===== src/rtl/sgm_pkg.sv =====
// Shared definitions for the SGM frame controller: FSM encoding and default
// half-image geometry.
package sgm_pkg;

  typedef enum logic [1:0] {
    SEARCH  = 2'd0,
    WAIT_DE = 2'd1,
    LINE    = 2'd2,
    HBLANK  = 2'd3
  } fsm_state_e;

  localparam int HALF_IMG_W_DEF      = 200;
  localparam int V_ACTIVE_DEF        = 64;
  localparam int DISPARITY_RANGE_DEF = 8;

endpackage


===== src/rtl/sync_delay.sv =====
// Fixed-depth shift register for timing strobes, used to realign sync
// signals with a pipelined datapath.
module sync_delay #(
  parameter int DEPTH = 4,
  parameter int WIDTH = 1
) (
  input  logic             clk,
  input  logic             rst_n,
  input  logic [WIDTH-1:0] d_i,
  output logic [WIDTH-1:0] q_o
);

  logic [WIDTH-1:0] stage_q [DEPTH];

  // Shift chain; stage 0 captures the input, the last stage drives the output.
  always_ff @(posedge clk or negedge rst_n) begin
    if (!rst_n) begin
      for (int i = 0; i < DEPTH; i++) stage_q[i] <= '0;
    end else begin
      stage_q[0] <= d_i;
      for (int i = 1; i < DEPTH; i++) stage_q[i] <= stage_q[i-1];
    end
  end

  assign q_o = stage_q[DEPTH-1];

endmodule


===== src/rtl/sgm_frame_ctrl.sv =====
// Frame timing controller for the SGM stereo core: tracks pixel coordinates,
// checks frame geometry and delays sync strobes to the datapath output.
module sgm_frame_ctrl
  import sgm_pkg::*;
#(
  parameter int HALF_IMG_W      = HALF_IMG_W_DEF,
  parameter int V_ACTIVE        = V_ACTIVE_DEF,
  parameter int DISPARITY_RANGE = DISPARITY_RANGE_DEF,
  parameter int PIPE_LATENCY    = 4,
  parameter int CNT_W           = 12
) (
  input  logic             clk,
  input  logic             rst_n,
  input  logic             de_in,
  input  logic             h_sync_in,
  input  logic             v_sync_in,
  output logic             de_out,
  output logic             h_sync_out,
  output logic             v_sync_out,
  output logic [CNT_W-1:0] x_pos,
  output logic [CNT_W-1:0] y_pos,
  output logic             line_start,
  output logic             frame_start,
  output logic             border_mask,
  output logic             frame_done,
  output logic             locked,
  output logic             size_err
);

  localparam logic [CNT_W-1:0] CNT_MAX   = {CNT_W{1'b1}};
  localparam logic [CNT_W-1:0] LINE_LEN  = CNT_W'(HALF_IMG_W);
  localparam logic [CNT_W-1:0] LAST_LINE = CNT_W'(V_ACTIVE - 1);
  localparam logic [CNT_W-1:0] BORDER    = CNT_W'(DISPARITY_RANGE);

  function automatic logic [CNT_W-1:0] sat_inc(input logic [CNT_W-1:0] v);
    if (v == CNT_MAX) return v;
    else              return v + CNT_W'(1);
  endfunction

  fsm_state_e       state_q;
  logic [CNT_W-1:0] x_q, y_q;
  logic             de_q, vs_q;
  logic             frame_err_q, frame_done_q, locked_q, size_err_q;
  logic             vs_rise, de_fall;
  logic [2:0]       sync_q;

  assign vs_rise = v_sync_in & ~vs_q;
  assign de_fall = de_q & ~de_in;

  // Frame FSM; x_q holds the coordinate of the next pixel expected in LINE.
  always_ff @(posedge clk or negedge rst_n) begin
    if (!rst_n) begin
      state_q      <= SEARCH;
      x_q          <= '0;
      y_q          <= '0;
      de_q         <= 1'b0;
      vs_q         <= 1'b0;
      frame_err_q  <= 1'b0;
      frame_done_q <= 1'b0;
      locked_q     <= 1'b0;
      size_err_q   <= 1'b0;
    end else begin
      de_q         <= de_in;
      vs_q         <= v_sync_in;
      frame_done_q <= 1'b0;
      case (state_q)
        SEARCH: begin
          if (vs_rise) state_q <= WAIT_DE;
        end
        WAIT_DE: begin
          if (de_in) begin
            state_q     <= LINE;
            x_q         <= CNT_W'(1);
            y_q         <= '0;
            frame_err_q <= 1'b0;
          end
        end
        LINE: begin
          if (vs_rise) begin
            size_err_q <= 1'b1;
            locked_q   <= 1'b0;
            state_q    <= WAIT_DE;
          end else if (de_fall) begin
            if (x_q != LINE_LEN) begin
              size_err_q  <= 1'b1;
              locked_q    <= 1'b0;
              frame_err_q <= 1'b1;
            end
            state_q <= HBLANK;
          end else if (de_in) begin
            x_q <= sat_inc(x_q);
          end
        end
        HBLANK: begin
          if (vs_rise) begin
            if ((y_q == LAST_LINE) && !frame_err_q) begin
              frame_done_q <= 1'b1;
              locked_q     <= 1'b1;
            end else begin
              size_err_q <= 1'b1;
              locked_q   <= 1'b0;
            end
            state_q <= WAIT_DE;
          end else if (de_in) begin
            y_q     <= sat_inc(y_q);
            x_q     <= CNT_W'(1);
            state_q <= LINE;
          end
        end
        default: state_q <= SEARCH;
      endcase
    end
  end

  // Zero-latency coordinates and strobes for the pixel currently on de_in.
  always_comb begin
    x_pos       = '0;
    y_pos       = '0;
    line_start  = 1'b0;
    frame_start = 1'b0;
    case (state_q)
      WAIT_DE: begin
        line_start  = de_in;
        frame_start = de_in;
      end
      LINE: begin
        x_pos = x_q;
        y_pos = y_q;
      end
      HBLANK: begin
        y_pos      = de_in ? sat_inc(y_q) : y_q;
        line_start = de_in;
      end
      default: x_pos = '0;
    endcase
    if (de_in && (state_q != SEARCH) && (x_pos < BORDER)) border_mask = 1'b1;
    else                                                   border_mask = 1'b0;
  end

  sync_delay #(
    .DEPTH (PIPE_LATENCY),
    .WIDTH (3)
  ) u_sync_delay (
    .clk   (clk),
    .rst_n (rst_n),
    .d_i   ({de_in, h_sync_in, v_sync_in}),
    .q_o   (sync_q)
  );

  assign {de_out, h_sync_out, v_sync_out} = sync_q;
  assign frame_done = frame_done_q;
  assign locked     = locked_q;
  assign size_err   = size_err_q;

endmodule


===== config.mk =====
export PLATFORM = sky130hd
export DESIGN_NAME = sgm_frame_ctrl
export DESIGN_NICKNAME = d
export VERILOG_FILES = /design/src/rtl/sgm_pkg.sv /design/src/rtl/sync_delay.sv /design/src/rtl/sgm_frame_ctrl.sv
export SDC_FILE = /design/constraint.sdc
export NUM_CORES = 1
export LEC_CHECK = 0
export CORE_UTILIZATION = 40
export CTS_CLUSTER_SIZE = 14
export DETAILED_ROUTE_END_ITERATION = 10
export PLACE_DENSITY = 0.7
export RECOVER_POWER = 50
export SYNTH_ARGS = -nofsm -noshare
export SYNTH_HDL_FRONTEND = slang
export SYNTH_SLANG_ARGS = --single-unit

===== constraint.sdc =====
create_clock -name clk -period 2.5 [get_ports clk]
set_input_delay 0.25 -clock clk [delete_from_list [all_inputs] [get_ports clk]]
set_output_delay 0.25 -clock clk [all_outputs]
set_load 0.02 [all_outputs]

==> results of run 1 <==
[report_power, final]
group	leakage, nW	internal, mW	switching, mW	total (mW)
clock network	0.0447	0.202	0.264	0.465
registers	0.540	0.752	0.0686	0.820
logic	0.890	0.288	0.419	0.707
[repair_timing]
item,4_1_cts,5_1_grt
pin swaps,0,1
endpoints found under the setup margin,11,10
gates resized for setup,18,24
gates cloned,0,0
buffers inserted,1,2
[cell usage after synthesis (all sizes together), types with 2 or more instances]
cell type	instances
and4	3
nor3	13
or4	5
nand3	6
a41o	2
mux2	2
nor4	7
clkbuf	12
a2bb2oi	2
inv	9
dfrtp	42
and2	13
a211oi	4
nand2b	8
a2111oi	2
a31oi	7
o21bai	2
buf	7
and3	6
nor2b	2
nor2	15
mux2i	8
a21oi	14
o21ai	13
o311ai	4
nand2	30
a21o	2
o31ai	2
a41oi	4
o41ai	4
nand4	13
or4b	2
a21boi	3
ha	3
[path summary, 6_finish.rpt]
check / slack (ns) / end
max in group asynchronous: 0.62 / y_q[4]$_DFFE_PN0P_
hold / removal: 0.35 / u_sync_delay.stage_q[7]$_DFF_PN0_
hold reg to reg: 0.35 / u_sync_delay.stage_q[7]$_DFF_PN0_
setup / recovery: 0.13 / y_pos[0]
min in group asynchronous: 0.59 / x_q[5]$_DFFE_PN0P_
setup reg to reg: 0.38 / x_q[8]$_DFFE_PN0P_
[layout by cell type (no fill, tap or decap), types with 4 or more instances in the layout]
cell,Yosys,layout
or4_1,4,4
a21oi_1,14,14
nand2b_1,8,8
o21ai_0,13,13
inv_1,9,8
buf_4,0,50
and3_1,6,6
dfrtp_1,42,42
mux2i_1,8,8
a31oi_1,7,7
and2_1,12,12
a211oi_1,4,4
nor3_1,12,12
nor2_1,15,15
clkbuf_2,0,8
nand2_1,30,30
nand3_1,6,4
clkdlybuf4s50_1,0,22
nor4_1,6,4
clkbuf_8,0,5
nand4_1,13,13
[stage by stage]
stage / util, % / setup TNS, ns / total power [mW]
after floorplan: - / 0 / 1.253
after global placement: 54.29 / -0.4337 / 1.523
after detailed placement: 54.29 / -0.5465 / 1.541
after CTS: 56.21 / 0 / 2.009
after global routing: 56.05 / -0.0009270 / 2.110
final: 56.05 / 0 / 1.992
[sequential cells by signal, summed over array words and instances, names as in the netlist]
name and count:
x_q 12, y_q 12, u_sync_delay.stage_q 8, u_sync_delay.q_o 3, state_q 2, de_q 1
frame_done 1, frame_err_q 1, locked 1, size_err 1
[worst max-delay path: cells and delay by family, from the launching register on]
family,cells,cell delay (ns)
AND/OR/NAND/NOR,2,0.36
flip-flops,1,0.43
XOR/XNOR,1,0.11
buffers and inverters,2,0.77
AO/OA/AOI/OAI,1,0.15
[cells by family after synthesis]
kind of cell / Yosys count / share of synthesized area, %
buffers and inverters: 28 / 4.683
DFF: 42 / 40.98
AOI/OAI and AO/OA: 74 / 20.34
muxes: 10 / 4.000
adders and majority gates: 3 / 1.464
and+or+nand+nor: 128 / 27.85
xor gates and xnor gates: 2 / 0.6831
[per-layer routing]
layer	vias up	wire length, um	part of all wire [%]	global-route usage, %
met2	68	3299	47	38.43
met4	0	172	2.5	8.947
met5	-	0	0	0
met1	1260	3232	46	28.76
met3	17	312	4.4	4.667
li1	1235	-	-	-
[area by class of cell]
type                       count  area share (%)
tap                           75           2.762
multi-input combinational    217           42.17
inverter                       9          0.9945
clock inverter                 3          0.7366
sequential                    42           30.94
timing repair buffer          87           20.37
clock buffer                   5           2.026
==> metrics.txt, run 1 <==
# TYPE chip_impl_metric gauge
chip_impl_info{name="run_status",value="finished with violations"} 1
chip_impl_info{name="violations_in_the_final_reports",value="max-capacitance violations, max-slew violations"} 1
chip_impl_metric{name="clk_latency",unit="ns"} 0.31
chip_impl_metric{name="initial_utilization",unit="%"} 42.32
chip_impl_metric{name="final-seq-area",unit="um^2"} 1051
chip_impl_metric{name="timing.critical_path.required",unit="ns"} 2.25
chip_impl_metric{name="drt-pass1-iter-count",unit=""} 4
chip_impl_metric{name="postPlaceCellArea",unit="um^2"} 3291
chip_impl_metric{name="n_antenna_cell",unit=""} 0
chip_impl_info{name="worst_setup_path_startpoint",value="y_q[2]$_DFFE_PN0P_"} 1
chip_impl_metric{name="drt-total-wl",unit="mm"} 7.016
chip_impl_metric{name="ys_seq_elements",unit=""} 42
chip_impl_metric{name="synth_cells",unit=""} 287
chip_impl_metric{name="worst_ir_drop_vdd",unit="V"} 0.0003376
chip_impl_metric{name="timing.hold.ws",unit="ns"} 0.3531
chip_impl_metric{name="instances_no_fill",unit=""} 438
chip_impl_metric{name="gp_routability_congestion",unit=""} 0.9140
chip_impl_info{name="cts_tree",value="yes"} 1
chip_impl_metric{name="final.setup_skew",unit="ns"} 0.01095
chip_impl_metric{name="drc",unit=""} 0
chip_impl_metric{name="synth_top_area_share",unit="%"} 40.98
chip_impl_info{name="hold_start",value="u_sync_delay.stage_q[10]$_DFF_PN0_"} 1
chip_impl_metric{name="vias_per_cell",unit=""} 5.890
chip_impl_info{name="post-synth-top-area-cell",value="dfrtp_1"} 1
chip_impl_metric{name="fin_nets",unit=""} 370
chip_impl_metric{name="mappedNetlistNets",unit=""} 295
chip_impl_info{name="timing.setup.critical_path_class",value="flop to primary output"} 1
chip_impl_metric{name="finalCriticalPeriod",unit="ns"} 2.365
chip_impl_metric{name="crit_path_max_fanout",unit=""} 5
chip_impl_metric{name="hold_viol",unit=""} 0
chip_impl_metric{name="place_ws",unit="ns"} -0.1551
chip_impl_info{name="synthFlopType",value="dfrtp_1"} 1
chip_impl_metric{name="finalCritPeriodShare",unit="%"} 94.61
chip_impl_info{name="end_kind",value="primary output"} 1
chip_impl_metric{name="grt.overflow.total",unit=""} 0
chip_impl_metric{name="tritoncts.num_buffers",unit=""} 5
chip_impl_metric{name="final_area",unit="um^2"} 3397
chip_impl_metric{name="post_synth.cell_area_avg",unit="um^2"} 8.937
chip_impl_metric{name="synth-async-reset-ratio",unit="%"} 100.0
chip_impl_metric{name="synth_cell_type_count",unit=""} 57
chip_impl_info{name="worstPathCellList",value="and4_1 -> a41oi_2 -> buf_4 -> xnor2_1 -> nor2_1 -> clkdlybuf4s50_1"} 1
chip_impl_metric{name="grt_first_pass_wirelength",unit="mm"} 11.74
chip_impl_metric{name="powerDensity",unit="nW/um^2"} 586.4
chip_impl_metric{name="number_of_port_buffers",unit=""} 37
chip_impl_metric{name="tightestPinTransition",unit="ns"} 2.242
chip_impl_metric{name="max_stage_delay",unit="ns"} 0.60
chip_impl_metric{name="grt_max_degree",unit=""} 43
chip_impl_metric{name="design.die.area",unit="um^2"} 6736
chip_impl_metric{name="post_route_ant_nets",unit=""} 0
chip_impl_info{name="timing.rr.start",value="state_q[1]$_DFFE_PN0P_"} 1
chip_impl_metric{name="floorplan.rows",unit=""} 28
chip_impl_metric{name="postCtsHoldBufs",unit=""} 0
chip_impl_metric{name="dp_hpwl",unit="mm"} 5.174
chip_impl_metric{name="die_y",unit="um"} 82.08
chip_impl_metric{name="worstHoldPathCells",unit=""} 0
chip_impl_metric{name="setup_viol",unit=""} 0
chip_impl_metric{name="yosys_warnings",unit=""} 0
chip_impl_metric{name="place.detailed.instances",unit=""} 427
chip_impl_metric{name="cts.reportedPaths.clkPinSlew",unit="ns"} 0.09
chip_impl_metric{name="multi_input_area",unit="um^2"} 1433
chip_impl_metric{name="htree_levels",unit=""} 2
chip_impl_metric{name="drt_iter0_drc",unit=""} 95
chip_impl_metric{name="routed_wire_length_per_instance",unit="um"} 16.02
chip_impl_metric{name="timing.slew.headroom",unit="%"} -49.49
chip_impl_metric{name="clockBufferDepth",unit=""} 2
chip_impl_metric{name="routed-via-count",unit=""} 2580
chip_impl_metric{name="yosysSeqAreaShare",unit="%"} 40.98
chip_impl_metric{name="antenna_found_initial",unit=""} 0
chip_impl_metric{name="cap_violations",unit=""} 1
chip_impl_info{name="worst_path_slowest_cell",value="clkdlybuf4s50_1"} 1
chip_impl_metric{name="groute.usage.overall",unit="%"} 22.95
chip_impl_metric{name="final-max-slew-violation-count",unit=""} 43
chip_impl_metric{name="critical_path_arrival",unit="ns"} 2.12
chip_impl_metric{name="power.static_leakage",unit="nW"} 1.476
chip_impl_metric{name="syn2layout_area_growth",unit="%"} 32.44
chip_impl_metric{name="first_global_vias",unit=""} 2485
chip_impl_info{name="kind_of_start_point_of_the_critical_path",value="flop"} 1
chip_impl_metric{name="top_level_ports",unit=""} 38
chip_impl_metric{name="core_ar",unit="um^2"} 6061
chip_impl_metric{name="ff2ff_path_depth",unit=""} 5
chip_impl_metric{name="syn_area",unit="um^2"} 2565
chip_impl_metric{name="proportion_of_layout_cells_with_a_drive_suffix_above_1",unit="%"} 22.87
chip_impl_info{name="synth.top_cells.by_area",value="dfrtp_1, nand2_1, nand4_1, mux2i_1, and2_1"} 1
chip_impl_info{name="worst_hold_path_type",value="flop to flop"} 1
chip_impl_metric{name="synth_edf_count",unit=""} 0
chip_impl_info{name="cts.root.buffer_cell",value="clkbuf_8"} 1
chip_impl_metric{name="clock_sink_count",unit=""} 42
chip_impl_metric{name="final.setup.worst_slack",unit="ns"} 0.1348
chip_impl_metric{name="max_clock_freq",unit="MHz"} 422.8
chip_impl_metric{name="final.fill_count",unit=""} 559
chip_impl_metric{name="die_width",unit="um"} 82.08
Note: power is estimated with default switching activity, not from simulation.
==> run 2, diff against run 1 <==
--- a/config.mk
+++ b/config.mk
@@ -6,6 +6,7 @@
 export NUM_CORES = 1
 export LEC_CHECK = 0
 export CORE_UTILIZATION = 40
+export CTS_BUF_LIST = sky130_fd_sc_hd__clkbuf_8 sky130_fd_sc_hd__clkbuf_16
 export CTS_CLUSTER_SIZE = 14
 export DETAILED_ROUTE_END_ITERATION = 10
 export PLACE_DENSITY = 0.7
==> constraint.sdc (replaced) <==
create_clock -name clk -period 2.3 [get_ports clk]
set_input_delay 0.23 -clock clk [delete_from_list [all_inputs] [get_ports clk]]
set_output_delay 0.23 -clock clk [all_outputs]
set_load 0.02 [all_outputs]
==> run 2 against run 1 <==
  * The run ends with negative setup slack left
  * Power increased by 13%
  * First-iteration DRC count increased by 73%
  * Register-to-register slack worse by 0.18 ns
  * Wire length grew 4.5%
  * Non-clock buffer count grew 19
  * Via count rose by 3.0%
  * Sequential share of layout area down 2.1 points
  * Sequential power increased by 9.5%
  * Final cell count up 4.3%
  * Clock skew shrank 0.0035 ns
  * Hold slack improved by 0.00056 ns
  * Largest cell class unchanged
==> metrics.txt, run 2 (synthesis results as in run 1) <==
# TYPE chip_impl_metric gauge
chip_impl_metric{name="routed-via-count",unit=""} 2658
chip_impl_metric{name="tightestPinTransition",unit="ns"} 1.080
chip_impl_metric{name="worst_ir_drop_vdd",unit="V"} 0.0005240
chip_impl_metric{name="finalCriticalPeriod",unit="ns"} 2.312
chip_impl_info{name="cts.root.buffer_cell",value="clkbuf_8"} 1
chip_impl_metric{name="groute.usage.overall",unit="%"} 23.46
chip_impl_metric{name="worstHoldPathCells",unit=""} 0
chip_impl_metric{name="setup_viol",unit=""} 1
chip_impl_info{name="kind_of_start_point_of_the_critical_path",value="flop"} 1
chip_impl_metric{name="crit_path_max_fanout",unit=""} 2
chip_impl_metric{name="finalCritPeriodShare",unit="%"} 100.5
chip_impl_metric{name="final.setup.worst_slack",unit="ns"} -0.01200
chip_impl_metric{name="final-max-slew-violation-count",unit=""} 0
chip_impl_metric{name="drt_iter0_drc",unit=""} 164
chip_impl_info{name="run_status",value="finished with violations"} 1
chip_impl_metric{name="proportion_of_layout_cells_with_a_drive_suffix_above_1",unit="%"} 28.80
chip_impl_metric{name="final.setup_skew",unit="ns"} 0.007482
chip_impl_metric{name="tritoncts.num_buffers",unit=""} 5
chip_impl_metric{name="die_y",unit="um"} 82.08
chip_impl_info{name="leading_cell_types_in_the_layout_fill_and_taps_excluded",value="buf_4, dfrtp_1, nand2_1, nor2_1"} 1
chip_impl_metric{name="sequential_group_share_of_total_power",unit="%"} 40.0
chip_impl_metric{name="hold_viol",unit=""} 0
chip_impl_metric{name="critical_path_arrival",unit="ns"} 2.08
chip_impl_info{name="end_kind",value="primary output"} 1
chip_impl_info{name="cts_tree",value="yes"} 1
chip_impl_metric{name="max_clock_freq",unit="MHz"} 432.5
chip_impl_metric{name="power.static_leakage",unit="nW"} 1.794
chip_impl_metric{name="power_switching",unit="mW"} 0.8534
chip_impl_metric{name="timing.slew.headroom",unit="%"} 28.02
chip_impl_metric{name="clockBufferDepth",unit=""} 2
chip_impl_metric{name="die_width",unit="um"} 82.08
chip_impl_metric{name="grt.overflow.total",unit=""} 0
chip_impl_metric{name="final_util",unit="%"} 60.26
chip_impl_info{name="unrepaired_setup_endpoints_after_global_routing",value="yes"} 1
chip_impl_metric{name="routed_wire_length_per_instance",unit="um"} 16.04
chip_impl_metric{name="dp_hpwl",unit="mm"} 5.201
chip_impl_info{name="worst_hold_path_type",value="flop to flop"} 1
chip_impl_metric{name="design.die.area",unit="um^2"} 6736
chip_impl_metric{name="grt_max_degree",unit=""} 25
chip_impl_metric{name="timing.hold.ws",unit="ns"} 0.3537
chip_impl_metric{name="top_level_ports",unit=""} 38
chip_impl_metric{name="clock_sink_count",unit=""} 42
chip_impl_metric{name="core_ar",unit="um^2"} 6061
chip_impl_metric{name="switching_portion_of_total_power",unit="%"} 37.96
chip_impl_metric{name="fin_nets",unit=""} 389
chip_impl_metric{name="combinational_share_of_power",unit="%"} 36.5
chip_impl_metric{name="syn2layout_area_growth",unit="%"} 42.39
chip_impl_metric{name="grt_first_pass_wirelength",unit="mm"} 11.95
chip_impl_metric{name="drt-pass1-iter-count",unit=""} 4
chip_impl_metric{name="power_frac_clock",unit="%"} 23.5
chip_impl_metric{name="final.fill_count",unit=""} 539
chip_impl_metric{name="floorplan.rows",unit=""} 28
chip_impl_metric{name="cts.reportedPaths.clkPinSlew",unit="ns"} 0.10
chip_impl_metric{name="antenna_found_initial",unit=""} 0
chip_impl_info{name="most_common_library_cell_in_the_layout_ignoring_fill_and_taps",value="buf_4"} 1
chip_impl_info{name="timing.setup.critical_path_class",value="flop to primary output"} 1
chip_impl_info{name="largest_registers",value="x_q: 12 flops, y_q: 12 flops, u_sync_delay.stage_q: 8 flops"} 1
chip_impl_metric{name="post_route_ant_nets",unit=""} 0
chip_impl_metric{name="power.internal",unit="mW"} 1.395
chip_impl_metric{name="vias_per_cell",unit=""} 5.816
chip_impl_metric{name="number_of_port_buffers",unit=""} 37
chip_impl_metric{name="n_antenna_cell",unit=""} 0
chip_impl_metric{name="drt-total-wl",unit="mm"} 7.330
chip_impl_metric{name="drc",unit=""} 0
chip_impl_metric{name="ff2ff_path_depth",unit=""} 5
chip_impl_metric{name="htree_levels",unit=""} 2
chip_impl_metric{name="initial_utilization",unit="%"} 42.32
chip_impl_metric{name="gp_routability_congestion",unit=""} 0.9375
chip_impl_metric{name="place.detailed.instances",unit=""} 443
chip_impl_metric{name="clk_latency",unit="ns"} 0.31
chip_impl_info{name="violations_in_the_final_reports",value="negative setup slack"} 1
chip_impl_metric{name="first_global_vias",unit=""} 2449
chip_impl_metric{name="powerDensity",unit="nW/um^2"} 615.6
chip_impl_metric{name="cap_violations",unit=""} 0
chip_impl_metric{name="instances_no_fill",unit=""} 457
chip_impl_metric{name="timing.critical_path.required",unit="ns"} 2.07
==> run 2: cell count changes in the layout (fill, tap and decap cells not counted), sizes merged <==
cell           previous run  this run
clkinvlp                  1         0
dlymetal6s2s              0        11
clkinv                    1         0
inv                      10        12
clkdlybuf4s50            22        11
clkbuf                   14         9
buf                      51        75
==> run 2: worst paths after layout <==
path / slack (ns) / from / to
max: -0.01 / y_q[8]$_DFFE_PN0P_ / y_pos[5]
min: 0.35 / u_sync_delay.stage_q[10]$_DFF_PN0_ / u_sync_delay.stage_q[7]$_DFF_PN0_
max reg2reg: 0.20 / state_q[0]$_DFFE_PN0P_ / x_q[8]$_DFFE_PN0P_
min reg2reg: 0.35 / u_sync_delay.stage_q[10]$_DFF_PN0_ / u_sync_delay.stage_q[7]$_DFF_PN0_
max in group asynchronous: 0.51 / rst_n / locked$_DFFE_PN0P_
min in group asynchronous: 0.63 / rst_n / x_q[4]$_DFFE_PN0P_
==> run 2: what timing repair did <==
| action | CTS | global route |
|---|---|---|
| hold buffers | 1 | 0 |
| gates cloned | 0 | 0 |
| gates resized for setup | 56 | 27 |
| setup buffers | 4 | 1 |
| endpoints found under the setup margin | 24 | 23 |
| hold endpoints to repair | 18 | 0 |
| pin swaps | 4 | 0 |
==> run 2: layout make-up <==
| cell class | instances | area [um^2] | share of cell area (%) |
|---|---|---|---|
| Clock inverter | 3 | 26.28 | 0.7194 |
| Clock buffer | 5 | 68.82 | 1.884 |
| Sequential cell | 42 | 1052 | 28.81 |
| Tap cell | 75 | 93.84 | 2.569 |
| Inverter | 9 | 33.78 | 0.9250 |
| Multi-Input combinational cell | 217 | 1501 | 41.11 |
| Timing Repair Buffer | 106 | 875.8 | 23.98 |
==> run 2: per-stage QoR <==
stage | TNS (ns) | power (mW) | cell area (um^2) | setup slack [ns]
after detailed placement | -2.525 | 1.702 | 3411 | -0.3334
after floorplan | 0 | 1.362 | 2565 | 0.07990
after global routing | -0.3662 | 2.372 | 3652 | -0.1165
after global placement | -2.416 | 1.691 | 3411 | -0.3223
final | -0.01200 | 2.248 | 3652 | -0.01200
after CTS | -0.01300 | 2.233 | 3588 | -0.01300
==> run 2: worst max-delay path: stages, from the launching register on <==
cell and delay [ns]:
dfrtp_1 0.39, and3_1 0.23, a41oi_2 0.22, or4b_2 0.60, a21oi_1 0.17, buf_4 0.16
==> run 2: power groups by stage <==
| stage | Combinational (mW) | Clock [mW] | Sequential (mW) |
|---|---|---|---|
| 2_1_floorplan | 0.470 | 0 | 0.893 |
| 3_3_place_gp | 0.792 | 0 | 0.900 |
| 3_5_place_dp | 0.799 | 0 | 0.903 |
| 4_1_cts | 0.806 | 0.537 | 0.890 |
| 5_1_grt | 0.898 | 0.560 | 0.914 |
| 6_report | 0.821 | 0.529 | 0.898 |
==> run 2: metal layers <==
| metal | share of wire (%) | vias to the layer above | GRT usage [%] |
|---|---|---|---|
| met5 | 0 | - | 0 |
| met4 | 1.2 | 0 | 8.246 |
| met3 | 5.0 | 8 | 3.222 |
| met2 | 48 | 72 | 36.69 |
| met1 | 46 | 1303 | 32.87 |
| li1 | - | 1275 | - |
